[config.mk]
export PLATFORM = sky130hd
export DESIGN_NAME = wb_stage_dual
export DESIGN_NICKNAME = d
export VERILOG_FILES = /design/src/rtl/wb_stage_dual.sv
export SDC_FILE = /design/constraint.sdc
export NUM_CORES = 1
export LEC_CHECK = 0
export BUFFER_PORTS_ARGS = -buffer_cell sky130_fd_sc_hd__buf_2
export CORE_AREA = 8 8 128 130
export CTS_CLUSTER_DIAMETER = 100
export DETAILED_ROUTE_END_ITERATION = 6
export DIE_AREA = 0 0 136 138
export GPL_TIMING_DRIVEN = 0
export PLACE_DENSITY = 0.86
export SETUP_SLACK_MARGIN = 0.4
export SYNTH_ARGS = -nofsm -noshare
export SYNTH_HDL_FRONTEND = slang
export SYNTH_SLANG_ARGS = --single-unit
[constraint.sdc]
create_clock -name clk -period 3.2 [get_ports clk]
set_input_delay 0 -clock clk [delete_from_list [all_inputs] [get_ports clk]]
set_output_delay 0 -clock clk [all_outputs]
set_load 0.03 [all_outputs]
[src/rtl/wb_stage_dual.sv]
// Dual-issue writeback stage: writes both lanes of a captured pair into the
// 2-port regfile in one cycle, then replays them one per cycle on the debug trace.
module wb_stage_dual #(
    parameter int LANE_W        = 71,
    parameter bit GATE_ZERO_DST = 1'b1
) (
    input  logic                  clk,
    input  logic                  reset,
    input  logic                  ms_to_ws_valid,
    input  logic [2*LANE_W-1:0]   ms_to_ws_bus,
    output logic                  ws_allowin,
    output logic                  rf_we_01,
    output logic [4:0]            rf_waddr_01,
    output logic [31:0]           rf_wdata_01,
    output logic                  rf_we_02,
    output logic [4:0]            rf_waddr_02,
    output logic [31:0]           rf_wdata_02,
    output logic [31:0]           debug_wb_pc,
    output logic [3:0]            debug_wb_rf_wen,
    output logic [4:0]            debug_wb_rf_wnum,
    output logic [31:0]           debug_wb_rf_wdata
);

    typedef enum logic [1:0] {
        S_IDLE = 2'd0,
        S_L0   = 2'd1,
        S_L1   = 2'd2
    } state_t;

    state_t               state_q, state_d;
    logic                 first_q, first_d;
    logic [2*LANE_W-1:0]  ws_bus_q, ws_bus_d;

    logic [LANE_W-1:0]    lane0, lane1;
    logic                 in_l0_valid, in_l1_valid;
    logic                 accept;
    logic                 l0_zero_dst, l1_zero_dst;

    assign lane0       = ws_bus_q[LANE_W-1:0];
    assign lane1       = ws_bus_q[2*LANE_W-1:LANE_W];
    assign in_l0_valid = ms_to_ws_bus[70];
    assign in_l1_valid = ms_to_ws_bus[LANE_W+70];

    // L0 only blocks a new pair while lane1 still owes a trace beat
    assign ws_allowin = (state_q == S_IDLE) || (state_q == S_L1) ||
                        ((state_q == S_L0) && !lane1[70]);
    assign accept     = ms_to_ws_valid && ws_allowin && (in_l0_valid || in_l1_valid);

    always_comb begin
        state_d  = S_IDLE;
        first_d  = accept;
        ws_bus_d = ws_bus_q;
        if (accept) begin
            ws_bus_d = ms_to_ws_bus;
            state_d  = in_l0_valid ? S_L0 : S_L1;
        end else if ((state_q == S_L0) && lane1[70]) begin
            state_d  = S_L1;
        end
    end

    always_ff @(posedge clk) begin
        if (reset) begin
            state_q  <= S_IDLE;
            first_q  <= 1'b0;
            ws_bus_q <= '0;
        end else begin
            state_q  <= state_d;
            first_q  <= first_d;
            ws_bus_q <= ws_bus_d;
        end
    end

    assign l0_zero_dst = GATE_ZERO_DST && (lane0[68:64] == 5'd0);
    assign l1_zero_dst = GATE_ZERO_DST && (lane1[68:64] == 5'd0);

    // Both lanes are written only in the cycle right after capture
    assign rf_we_01    = first_q && lane0[70] && lane0[69] && !l0_zero_dst;
    assign rf_waddr_01 = lane0[68:64];
    assign rf_wdata_01 = lane0[31:0];
    assign rf_we_02    = first_q && lane1[70] && lane1[69] && !l1_zero_dst;
    assign rf_waddr_02 = lane1[68:64];
    assign rf_wdata_02 = lane1[31:0];

    always_comb begin
        debug_wb_pc       = 32'd0;
        debug_wb_rf_wen   = 4'd0;
        debug_wb_rf_wnum  = 5'd0;
        debug_wb_rf_wdata = 32'd0;
        case (state_q)
            S_L0: begin
                debug_wb_pc       = lane0[63:32];
                debug_wb_rf_wen   = {4{lane0[69]}};
                debug_wb_rf_wnum  = lane0[68:64];
                debug_wb_rf_wdata = lane0[31:0];
            end
            S_L1: begin
                debug_wb_pc       = lane1[63:32];
                debug_wb_rf_wen   = {4{lane1[69]}};
                debug_wb_rf_wnum  = lane1[68:64];
                debug_wb_rf_wdata = lane1[31:0];
            end
            default: ;
        endcase
    end

endmodule

# Word-level counts from Yosys, hierarchy flattened
# Cells that the tools add are included.
[word_totals]
output_inout_bits = 150
input_bits = 145
rom_bits = 0
memories = 0
mem_bits_rw = 0
regBits = 145
latchBits = 0
[op_classes]
shifts = 0
n_bitwise = 0
eq_ne = 2
n_reduce_logical = 19
n_mul = 0
addsub = 0
div_mod_pow = 0
order_cmp = 0
mux = 7
[ops]
columns = ["op", "count"]
rows = [
  ["32-bit one-hot mux with 2 select lines", 2],
  ["1-bit logical AND", 10],
  ["5-bit zero test", 2],
  ["5-bit one-hot mux with 2 select lines", 1],
  ["4-bit one-hot mux with 2 select lines", 1],
  ["2-bit two-way mux", 3],
  ["1-bit zero test", 3],
  ["1-bit logical OR", 3],
  ["2-bit by 1-bit == test with 1-bit output, second input constant", 1],
  ["2-bit == test, second input constant", 1],
  ["2-bit zero test", 1],
]

# Depth between registers and ports, before layout
# Gate-level depths: netlist of run 1.
[logic_depth]
word_depth = 6
depth_mapped = 9

# Worst setup path after synthesis of run 1
# Ideal clock, no wire load.
[synth_path]
kind = "register -> output"
startpoint = "register state_q[1]"
endpoint = "output port debug_wb_rf_wen[1]"
path_stages_with_launch = 8
path_slack_ps = 1246
arrival_time_ps = 1954
path_cell_list = "dfxtp_1 -> inv_1 -> ha_1 -> clkbuf_1 -> clkbuf_1 -> a22oi_1 -> nor2b_1 -> buf_4"
[synth_between]
elab_chain_len = 2
[synth_rtl]
columns = ["item", "line", "text"]
rows = [
  ["from (decl)", "30", "state_t state_q, state_d;"],
  ["from (signal assigned)", "67", "state_q <= state_d;"],
  ["2-bit == test or 2-bit by 1-bit == test with 1-bit output (tied branches)", "89", "case (state_q)"],
  ["4-bit one-hot mux with 2 select lines *", "89", ""],
  ["to (decl)", "19", "output logic [3:0] debug_wb_rf_wen,"],
]
# Every way passes the cells marked *; elsewhere a longest branch is shown, timed or not.

# Worst setup path in the final report of run 1
[layout_path]
startpoint = "register state_q[1]"
endpoint = "output port debug_wb_pc[19]"
[layout_between]
elab_chain_len = 2
[layout_rtl]
columns = ["item", "line", "text"]
rows = [
  ["2-bit == test or 2-bit by 1-bit == test with 1-bit output (tied branches)", "89", ""],
  ["32-bit one-hot mux with 2 select lines *", "89", ""],
  ["to (decl)", "18", "output logic [31:0] debug_wb_pc,"],
]
# Marked as above.

==> metrics.md, run 1 <==
| Metric | Value |
|---|---|
| Status | `complete, no violations` |
| Syn Area/Cell | `8.41 sq um` |
| # IOs | `295` |
| Row count | `44` |
| Register area share after synthesis | `39.2%` |
| Die Y | `138 microns` |
| Synth Warn # | `0` |
| GRT overflow | `0` |
| First-pass DRT Iterations | `6` |
| CP most frequent cell | `clkbuf_1` |
| Drt total wl | `32.2 mm` |
| VDD IR max | `397 uV` |
| FF+latch count, synth | `145` |
| First-pass GRT wire length | `49.0 mm` |
| Antenna violations before repair | `4` |
| Fillers | `857` |
| Total global-route track usage | `32.9%` |
| Req. time, crit path | `3200 ps` |
| Power Dens Cells | `472 nW/um^2` |
| Maximum clock frequency | `375 MHz` |
| Tightest Pin Transition | `670 ps` |
| CTS Sinks | `145` |
| Routed Antenna Nets | `0` |
| Postcts setup bufs | `0` |
| DRT iter0 DRCs | `757` |
| Routed via count | `8571` |
| Post-route setup TNS | `0 ps` |
| Crit end category | `primary output` |
| Placeable Area | `14300 sq um` |
| Multi-input gate area | `3580 sq um` |
| Die W | `136 microns` |
| DPL Wire Length | `19.1 mm` |
| Final Power | `5.29 mW` |
| Final Hold Vio Count | `0` |
| Critical Path Start Type | `flip-flop` |
| Clk pin slew, worst setup/hold paths | `60 ps` |
| Clock Path Buffers | `2` |
| Initial Util | `51.8%` |
| Largest net degree at the start of global routing | `17` |
| Min cycle time layout | `2670 ps` |
| Clk_lat worst skew | `420 ps` |
| Crit path max-delay cell type | `clkbuf_1` |
| CP max FO | `10` |
| WL/cell | `20.9 microns` |
| Vias/cell | `5.57` |
| Leakage | `5.27 nW` |
| CP arrival | `2670 ps` |
| Die area | `18800 sq um` |
| Worst path max stage delay | `510 ps` |
| CP Cell Sequence | `inv_1, ha_1, clkbuf_1, clkbuf_1, a22oi_1, nor2b_1, buf_2` |
| RSZ-0062 raised after global routing | `no` |
| CTS tree | `done` |
| Post-synth net total | `1029` |
| Layout Skew | `6.16 ps` |
| Netlist cell types | `24` |
| Flop-to-flop setup slack | `760 ps` |
| Worst Path Buf+Inv | `4` |
| Final setup fails | `0` |
| Storage cell area | `2900 sq um` |
| Post-Syn Area | `7410 sq um` |
| Area grow syn2layout | `51.3%` |
| Clk Tree Root Cell | `clkbuf_16` |
| CTS Buf Count | `17` |
| Final hold slack | `376 ps` |
| Final Cycle Share | `83.4%` |
| Top delay family on crit path | `buffers and inverters` |
| H-tree Lvls | `4` |
| Max cap viols | `0` |
| Layout Nets | `1486` |
| Slew HR | `55.4%` |
| Cells after Synth | `881` |
| DRC | `0` |
| Share of cells above drive strength 1 | `31.2%` |
| IO Port Bufs | `294` |
| Hold Path Class | `primary input to flip-flop` |
| Number of global-route vias before repair | `9037` |
| CP Class | `flip-flop to primary output` |
| Pins Over Slew Limit | `0` |
| GP Congestion | `0.891` |
## state kept, by name, summed over array words and instances (netlist names)
signal,cells
ws_bus_q,142
state_q,2
first_q,1
## cell type report
class                      count  area share [%]
sequential                   145            25.9
inverter                       4           0.134
multi-input combinational    585            32.0
clock inverter                 9            1.35
timing repair buffer         438            26.0
antenna                        4          0.0893
buffer                       147            8.11
clock buffer                  23            4.44
tap                          184            2.05
## layer usage
| metal | up-vias | track usage (%) | part of all wire [%] |
|---|---|---|---|
| met5 | - | 0 | 0 |
| met1 | 3994 | 35.0 | 36 |
| met3 | 150 | 9.64 | 10 |
| li1 | 3755 | - | - |
| met2 | 672 | 56.6 | 49 |
| met4 | 0 | 18.7 | 5.3 |
## Yosys cell counts
master	n	area share, %
a21oi_1	2	0.14
a22oi_1	70	7.1
and2_1	1	0.084
and2b_1	1	0.10
and3_1	1	0.084
buf_2	9	0.61
buf_4	78	7.9
buf_6	7	1.1
clkbuf_1	53	2.7
dfxtp_1	145	39
ha_1	3	0.51
inv_1	3	0.15
inv_2	1	0.051
mux2_1	1	0.15
mux2i_1	140	19
nand2_1	282	14
nand3_1	2	0.14
nor2_1	3	0.15
nor2b_1	70	5.9
nor3_1	2	0.14
o2111ai_1	2	0.24
o21ai_1	2	0.14
o221a_1	1	0.15
or2_1	2	0.17
## worst register-to-register path: cells and delay by family, from the launching register on
kind	cells	cell delay, ps
buffers and inverters	4	1110
AND/OR/NAND/NOR	1	260
flip-flops	1	310
AO/OA/AOI/OAI	1	180
adder cells (fa/ha/maj)	1	130
multiplexers	1	350
## report_power, final
group / total [mW] / internal [mW] / switching, mW
clock: 2.18 / 1.41 / 0.777
combinational: 1.07 / 0.489 / 0.581
sequential: 2.04 / 1.93 / 0.105
## what timing repair did
item | in CTS | in global routing
hold buffers | 144 | 0
resized for setup | 0 | 2
setup endpoints to repair | 0 | 3
endpoints found under the hold margin | 144 | 0
## worst paths after layout
check / startpoint / end / cells past startpoint
max: state_q[1] / debug_wb_pc[19] / 7
min: ms_to_ws_bus[0] / ws_bus_q[0] / 4
max reg2reg: state_q[1] / ws_bus_q[20] / 8
min reg2reg: ws_bus_q[123] / ws_bus_q[123] / 2
## logic make-up (layout without fill, tap and decap cells)
group | Yosys count | after routing | share of synthesized area, %
other | 0 | 4 | 0
flip-flops | 145 | 145 | 39.2
AND/OR/NAND/NOR | 364 | 364 | 21.1
adder cells (fa/ha/maj) | 3 | 3 | 0.507
AO/OA/AOI/OAI | 77 | 77 | 7.75
multiplexers | 141 | 141 | 19.1
buffers and inverters | 151 | 621 | 12.5
## cells in the final DEF, fill, tap and decap left out
cell type / n
mux2i_1: 140
o221a_1: 1
o2111ai_1: 2
nand2_1: 282
clkbuf_1: 53
clkinvlp_4: 1
clkinv_2: 3
dlygate4sd3_1: 144
and2_1: 1
a21oi_1: 2
nor3_1: 2
and3_1: 1
inv_2: 1
nand3_1: 2
ha_1: 3
and2b_1: 1
inv_1: 3
buf_4: 78
mux2_1: 1
buf_6: 7
nor2_1: 3
clkbuf_16: 17
diode_2: 4
clkbuf_2: 1
nor2b_1: 70
clkinv_4: 1
buf_2: 303
dfxtp_1: 145
clkbuf_8: 5
or2_1: 2
bufinv_16: 4
a22oi_1: 70
o21ai_1: 2
## through the flow
step                utilization [%]  area [sq um]  setup WS, ps  instances
global route                   78.3         11200           471       1539
floorplan                         -          7410          1250        881
finish                         78.3         11200           532       1539
detailed placement             63.7          9110           885       1359
CTS                            78.3         11200           424       1535
global placement               63.7          9110           893       1359
No activity file was read; power rests on OpenSTA's default activity.
==> run 2: changes to the inputs <==
--- a/config.mk
+++ b/config.mk
@@ -6,12 +6,12 @@
 export NUM_CORES = 1
 export LEC_CHECK = 0
 export BUFFER_PORTS_ARGS = -buffer_cell sky130_fd_sc_hd__buf_2
-export CORE_AREA = 8 8 128 130
+export CORE_AREA = 8 8 132 134
 export CTS_CLUSTER_DIAMETER = 100
 export DETAILED_ROUTE_END_ITERATION = 6
-export DIE_AREA = 0 0 136 138
+export DIE_AREA = 0 0 140 142
 export GPL_TIMING_DRIVEN = 0
-export PLACE_DENSITY = 0.86
+export PLACE_DENSITY = 0.81
 export SETUP_SLACK_MARGIN = 0.4
 export SYNTH_ARGS = -nofsm -noshare
 export SYNTH_HDL_FRONTEND = slang
==> constraint.sdc (replaced) <==
create_clock -name clk -period 2.75 [get_ports clk]
set_input_delay 0 -clock clk [delete_from_list [all_inputs] [get_ports clk]]
set_output_delay 0 -clock clk [all_outputs]
set_load 0.03 [all_outputs]
==> run 2 against run 1 <==
  * Total power increased by 13%
  * Global-route usage fell by 3.8 points
  * Non-clock buffer count increased by 2
  * Clock power increased by 9.2%
  * Die area grew 5.9%
  * Clock-buffer cell count grew 1
  * Utilization decreased by 5.6 points
  * Combinational power up 14%
  * Clock skew grew 1.2 ps
  * Wire length fell by 8.1%
==> metrics.md, run 2 (synthesized netlist as in run 1, its figures left out) <==
| Metric | Value |
|---|---|
| Status | `complete, no violations` |
| VDD IR max | `386 uV` |
| Clk Tree Root Cell | `clkbuf_16` |
| Clock Path Buffers | `2` |
| DRC | `0` |
| Post-route setup TNS | `0 ps` |
| Layout Skew | `7.33 ps` |
| IO Port Bufs | `294` |
| Storage cell area | `2900 sq um` |
| DPL Wire Length | `19.2 mm` |
| Tightest Pin Transition | `601 ps` |
| Row count | `46` |
| Die Y | `142 microns` |
| Postcts setup bufs | `0` |
| Top Registers | `ws_bus_q: 142 flops, state_q: 2 flops, first_q: 1 flops` |
| Maximum clock frequency | `443 MHz` |
| Critical Path Start Type | `flip-flop` |
| Final Power | `5.97 mW` |
| Biggest register | `ws_bus_q` |
| Drt total wl | `29.6 mm` |
| Final setup fails | `0` |
| Most frequent cells in the layout | `303 x buf_2, 282 x nand2_1, 146 x dlygate4sd3_1, 145 x dfxtp_1, 140 x mux2i_1` |
| Final Hold Vio Count | `0` |
| CP max FO | `10` |
| Min cycle time layout | `2260 ps` |
| RSZ-0062 raised after global routing | `yes` |
| First-pass DRT Iterations | `7` |
| Antenna violations before repair | `1` |
| Die area | `19900 sq um` |
| Clk pin slew, worst setup/hold paths | `60 ps` |
| Min-Delay Path Depth | `4` |
| Hold Path Class | `primary input to flip-flop` |
| WL/cell | `19.1 microns` |
| CTS Buf Count | `17` |
| CP arrival | `2260 ps` |
| Fillers | `1051` |
| First-pass GRT wire length | `45.7 mm` |
| Vias/cell | `5.24` |
| FF-to-FF path depth | `8` |
| Number of global-route vias before repair | `8480` |
| CTS tree | `done` |
| Slew HR | `59.9%` |
| Max cap viols | `0` |
| GRT overflow | `0` |
| Total global-route track usage | `29.1%` |
| Layout Nets | `1488` |
| Clk_lat worst skew | `430 ps` |
| DRT iter0 DRCs | `562` |
| Setup ws final | `493 ps` |
| Routed Antenna Nets | `0` |
| Max reg flops | `142` |
| Pins Over Slew Limit | `0` |
| Die W | `140 microns` |
| Power Dens Cells | `532 nW/um^2` |
| Routed via count | `8105` |
| Final Cycle Share | `82.1%` |
| Multi-input gate area | `3590 sq um` |
| CP Class | `flip-flop to primary output` |
| CTS Sinks | `145` |
| Largest net degree at the start of global routing | `17` |
| GP Congestion | `0.827` |
| Req. time, crit path | `2750 ps` |
| H-tree Lvls | `4` |
| Initial Util | `48.0%` |
| Crit end category | `primary output` |
| Placeable Area | `15400 sq um` |
| # IOs | `295` |
| Most common cell after layout, fill and taps aside | `buf_2` |
| Leakage | `5.29 nW` |
| Pre-CTS setup slack | `327 ps` |
| Share of cells above drive strength 1 | `32.0%` |
| Area grow syn2layout | `51.4%` |
[run 2: layout make-up]
type	instances	area share, %
clock inverter	8	0.903
antenna	3	0.0669
inverter	4	0.134
sequential	145	25.9
tap	192	2.14
buffer	147	8.27
multi-input combinational	585	32.0
clock buffer	24	4.47
timing repair buffer	440	26.1
[run 2: critical path: stages (launching register included)]
cell	delay (ps)
dfxtp_1	320
inv_1	80
ha_1	140
buf_2	240
clkbuf_1	450
a22oi_1	130
nor2b_1	230
buf_2	240
[run 2: stage by stage]
step	cell area (sq um)	utilization, %	std cells	hold WS, ps
2_1_floorplan	7410	-	881	142
3_3_place_gp	9120	59.1	1367	246
3_5_place_dp	9120	59.1	1367	252
4_1_cts	11200	72.6	1545	336
5_1_grt	11200	72.7	1546	378
6_report	11200	72.7	1548	367
[run 2: power by group]
group	leakage [nW]	internal [mW]	switching (mW)
clock	0.288	1.46	0.929
sequential	1.19	2.25	0.115
combinational	3.81	0.573	0.650
total	5.29	4.28	1.69
[run 2: path summary, 6_finish.rpt]
kind | startpoint | endpoint | slack, ps
hold reg to reg | ws_bus_q[70] | ws_bus_q[70] | 450
hold / removal | ms_to_ws_bus[36] | ws_bus_q[36] | 370
setup / recovery | state_q[0] | debug_wb_rf_wdata[14] | 490
setup reg to reg | state_q[1] | ws_bus_q[1] | 600
[run 2: layer usage]
layer | GRT usage (%) | vias to the layer above | wire [microns]
li1 | - | 3751 | -
met1 | 32.4 | 3802 | 11300
met2 | 50.6 | 467 | 14700
met3 | 8.15 | 85 | 2590
met4 | 13.8 | 0 | 1010
met5 | 0 | - | 0
[run 2: repair_timing]
action	in CTS	in global routing
hold buffers	146	0
gates resized for setup	6	20
setup endpoints to repair	72	20
endpoints found under the hold margin	144	0
==> run 3: changes to the inputs <==
==> constraint.sdc (replaced) <==
create_clock -name clk -period 2.2 [get_ports clk]
set_input_delay 0 -clock clk [delete_from_list [all_inputs] [get_ports clk]]
set_output_delay 0 -clock clk [all_outputs]
set_load 0.03 [all_outputs]
==> run 3 against run 2 <==
  * First-iteration DRC count grew 49%
  * Clock-buffer cell count shrank 3
  * Worst setup slack lost 470 ps
  * Highest routed layer unchanged
  * Combinational power grew 60%
  * Global-route usage grew 3.0 points
==> metrics.md, run 3 (synthesized netlist as in run 1, its figures left out) <==
| Metric | Value |
|---|---|
| Status | `complete, no violations` |
| Power Dens Cells | `632 nW/um^2` |
| Setup ws final | `22.7 ps` |
| Clk pwr share | `40.2%` |
| Initial Util | `48.0%` |
| Number of global-route vias before repair | `8955` |
| Area grow syn2layout | `76.9%` |
| Crit end category | `flip-flop` |
| CP Class | `flip-flop to flip-flop` |
| Layout Nets | `1525` |
| CTS tree | `done` |
| Total global-route track usage | `32.1%` |
| CTS Sinks | `145` |
| Largest net degree at the start of global routing | `17` |
| Leakage | `5.83 nW` |
| Max reg flops | `142` |
| Final Hold Vio Count | `0` |
| First-pass DRT Iterations | `5` |
| Routed Antenna Nets | `0` |
| VDD IR max | `515 uV` |
| Clk Tree Root Cell | `clkbuf_16` |
| Storage cell area | `2910 sq um` |
| Hold Path Class | `primary input to flip-flop` |
| Biggest register | `ws_bus_q` |
| Most frequent cells in the layout | `282 x nand2_1, 220 x buf_2, 144 x dlygate4sd3_1, 143 x dfxtp_1, 142 x buf_4` |
| Vias/cell | `5.68` |
| P_int | `5.97 mW` |
| # IOs | `295` |
| CP max FO | `7` |
| RSZ-0062 raised after global routing | `yes` |
| CTS Buf Count | `17` |
| Final Cycle Share | `99.0%` |
| Row count | `46` |
| Clock Path Buffers | `2` |
| H-tree Lvls | `4` |
| Final hold slack | `372 ps` |
| DRC | `0` |
| GP Congestion | `0.860` |
| DPL Wire Length | `19.2 mm` |
| GRT overflow | `0` |
| Layout Skew | `11.4 ps` |
| Switch Pwr | `2.32 mW` |
| Die W | `140 microns` |
| Req. time, crit path | `2510 ps` |
| Slew HR | `53.2%` |
| Multi-input gate area | `4070 sq um` |
| Logic pwr share | `23.5%` |
| Tightest Pin Transition | `701 ps` |
| Die Y | `142 microns` |
| Critical Path Start Type | `flip-flop` |
| Min cycle time layout | `2180 ps` |
| Clk pin slew, worst setup/hold paths | `60 ps` |
| Maximum clock frequency | `459 MHz` |
| Sequential share of power | `36.3%` |
| Fillers | `700` |
| Max cap viols | `0` |
| Final setup fails | `0` |
| Drt total wl | `37.2 mm` |
| CP arrival | `2480 ps` |
| IO Port Bufs | `294` |
| Routed via count | `8990` |
| Most common cell after layout, fill and taps aside | `nand2_1` |
| WL/cell | `23.5 microns` |
| Placeable Area | `15400 sq um` |
| Top Registers | `ws_bus_q: 142 flops, state_q: 2 flops, first_q: 1 flops` |
| Sw frac | `28.0%` |
| DRT iter0 DRCs | `838` |
| Die area | `19900 sq um` |
| First-pass GRT wire length | `50.1 mm` |
| Antenna violations before repair | `3` |
| Share of cells above drive strength 1 | `42.0%` |
| Pins Over Slew Limit | `0` |
| Clk_lat worst skew | `420 ps` |
| Pre-CTS setup slack | `-98.0 ps` |
## run 3: cell types whose count changed in the layout (fill, tap and decap cells not counted), moves of 6 or more
cell,previous run,this run
mux2i_1,140,133
a22oi_1,70,1
clkbuf_16,17,33
buf_2,303,220
a22oi_2,0,69
buf_8,0,6
nor2b_1,69,56
clkbuf_1,42,32
nor2b_2,1,12
buf_12,0,21
clkbuf_2,10,1
buf_6,7,31
buf_4,78,142
## run 3: area by class of cell
cell class / count / area share, %
clock inverters: 10 / 1.58
plain buffers: 147 / 10.5
inverters: 4 / 0.153
multi-input cells: 585 / 31.1
clock buffers: 21 / 3.51
diodes: 3 / 0.0573
repair buffers: 477 / 29.1
well taps: 192 / 1.83
flip-flops and latches: 145 / 22.2
## run 3: per-layer routing
metal  global-route usage, %  vias to the layer above  wire [microns]
met5                       0                        -               0
li1                        -                     3835               -
met1                    34.4                     4288           13000
met2                    57.3                      689           18800
met4                    14.9                        0            2080
met3                    9.29                      178            3380
## run 3: worst paths after layout
path | from | to | slack [ps] | cells past startpoint
setup / recovery | state_q[1] | ws_bus_q[78] | 20 | 10
hold / removal | ms_to_ws_bus[5] | ws_bus_q[5] | 370 | 4
setup reg to reg | state_q[1] | ws_bus_q[78] | 20 | 10
hold reg to reg | ws_bus_q[133] | ws_bus_q[133] | 470 | 2
## run 3: worst max-delay path: stages, from the launching register on
cell	delay, ps
dfxtp_4	380
inv_4	50
ha_4	160
clkbuf_16	150
and2b_2	200
o221a_1	260
buf_6	150
buf_12	120
buf_12	150
buf_12	140
mux2i_1	290
## run 3: power groups by stage
stage               sequential, mW  combinational [mW]  clock [mW]
finish                        3.00                1.95        3.33
global route                  3.02                2.02        3.46
CTS                           2.96                1.73        3.32
detailed placement            3.00                1.29           0
global placement              2.99                1.27           0
floorplan                     2.96               0.891           0
## run 3: timing repair
item / 4_1_cts / 5_1_grt
cloned: 7 / 10
pin swaps: 5 / 46
hold endpoints to repair: 144 / 0
endpoints found under the setup margin: 218 / 218
gates resized for setup: 238 / 123
hold buffers: 144 / 0
setup buffers: 18 / 4
## run 3: stage by stage
step	TNS (ps)	total power, mW	instances	utilization [%]	cell area, sq um
2_1_floorplan	0	3.85	881	-	7430
3_3_place_gp	0	4.26	1367	59.3	9140
3_5_place_dp	-5890	4.29	1367	59.3	9140
4_1_cts	0	8.01	1567	80.8	12500
5_1_grt	0	8.50	1584	85.0	13100
6_report	0	8.29	1584	85.0	13100
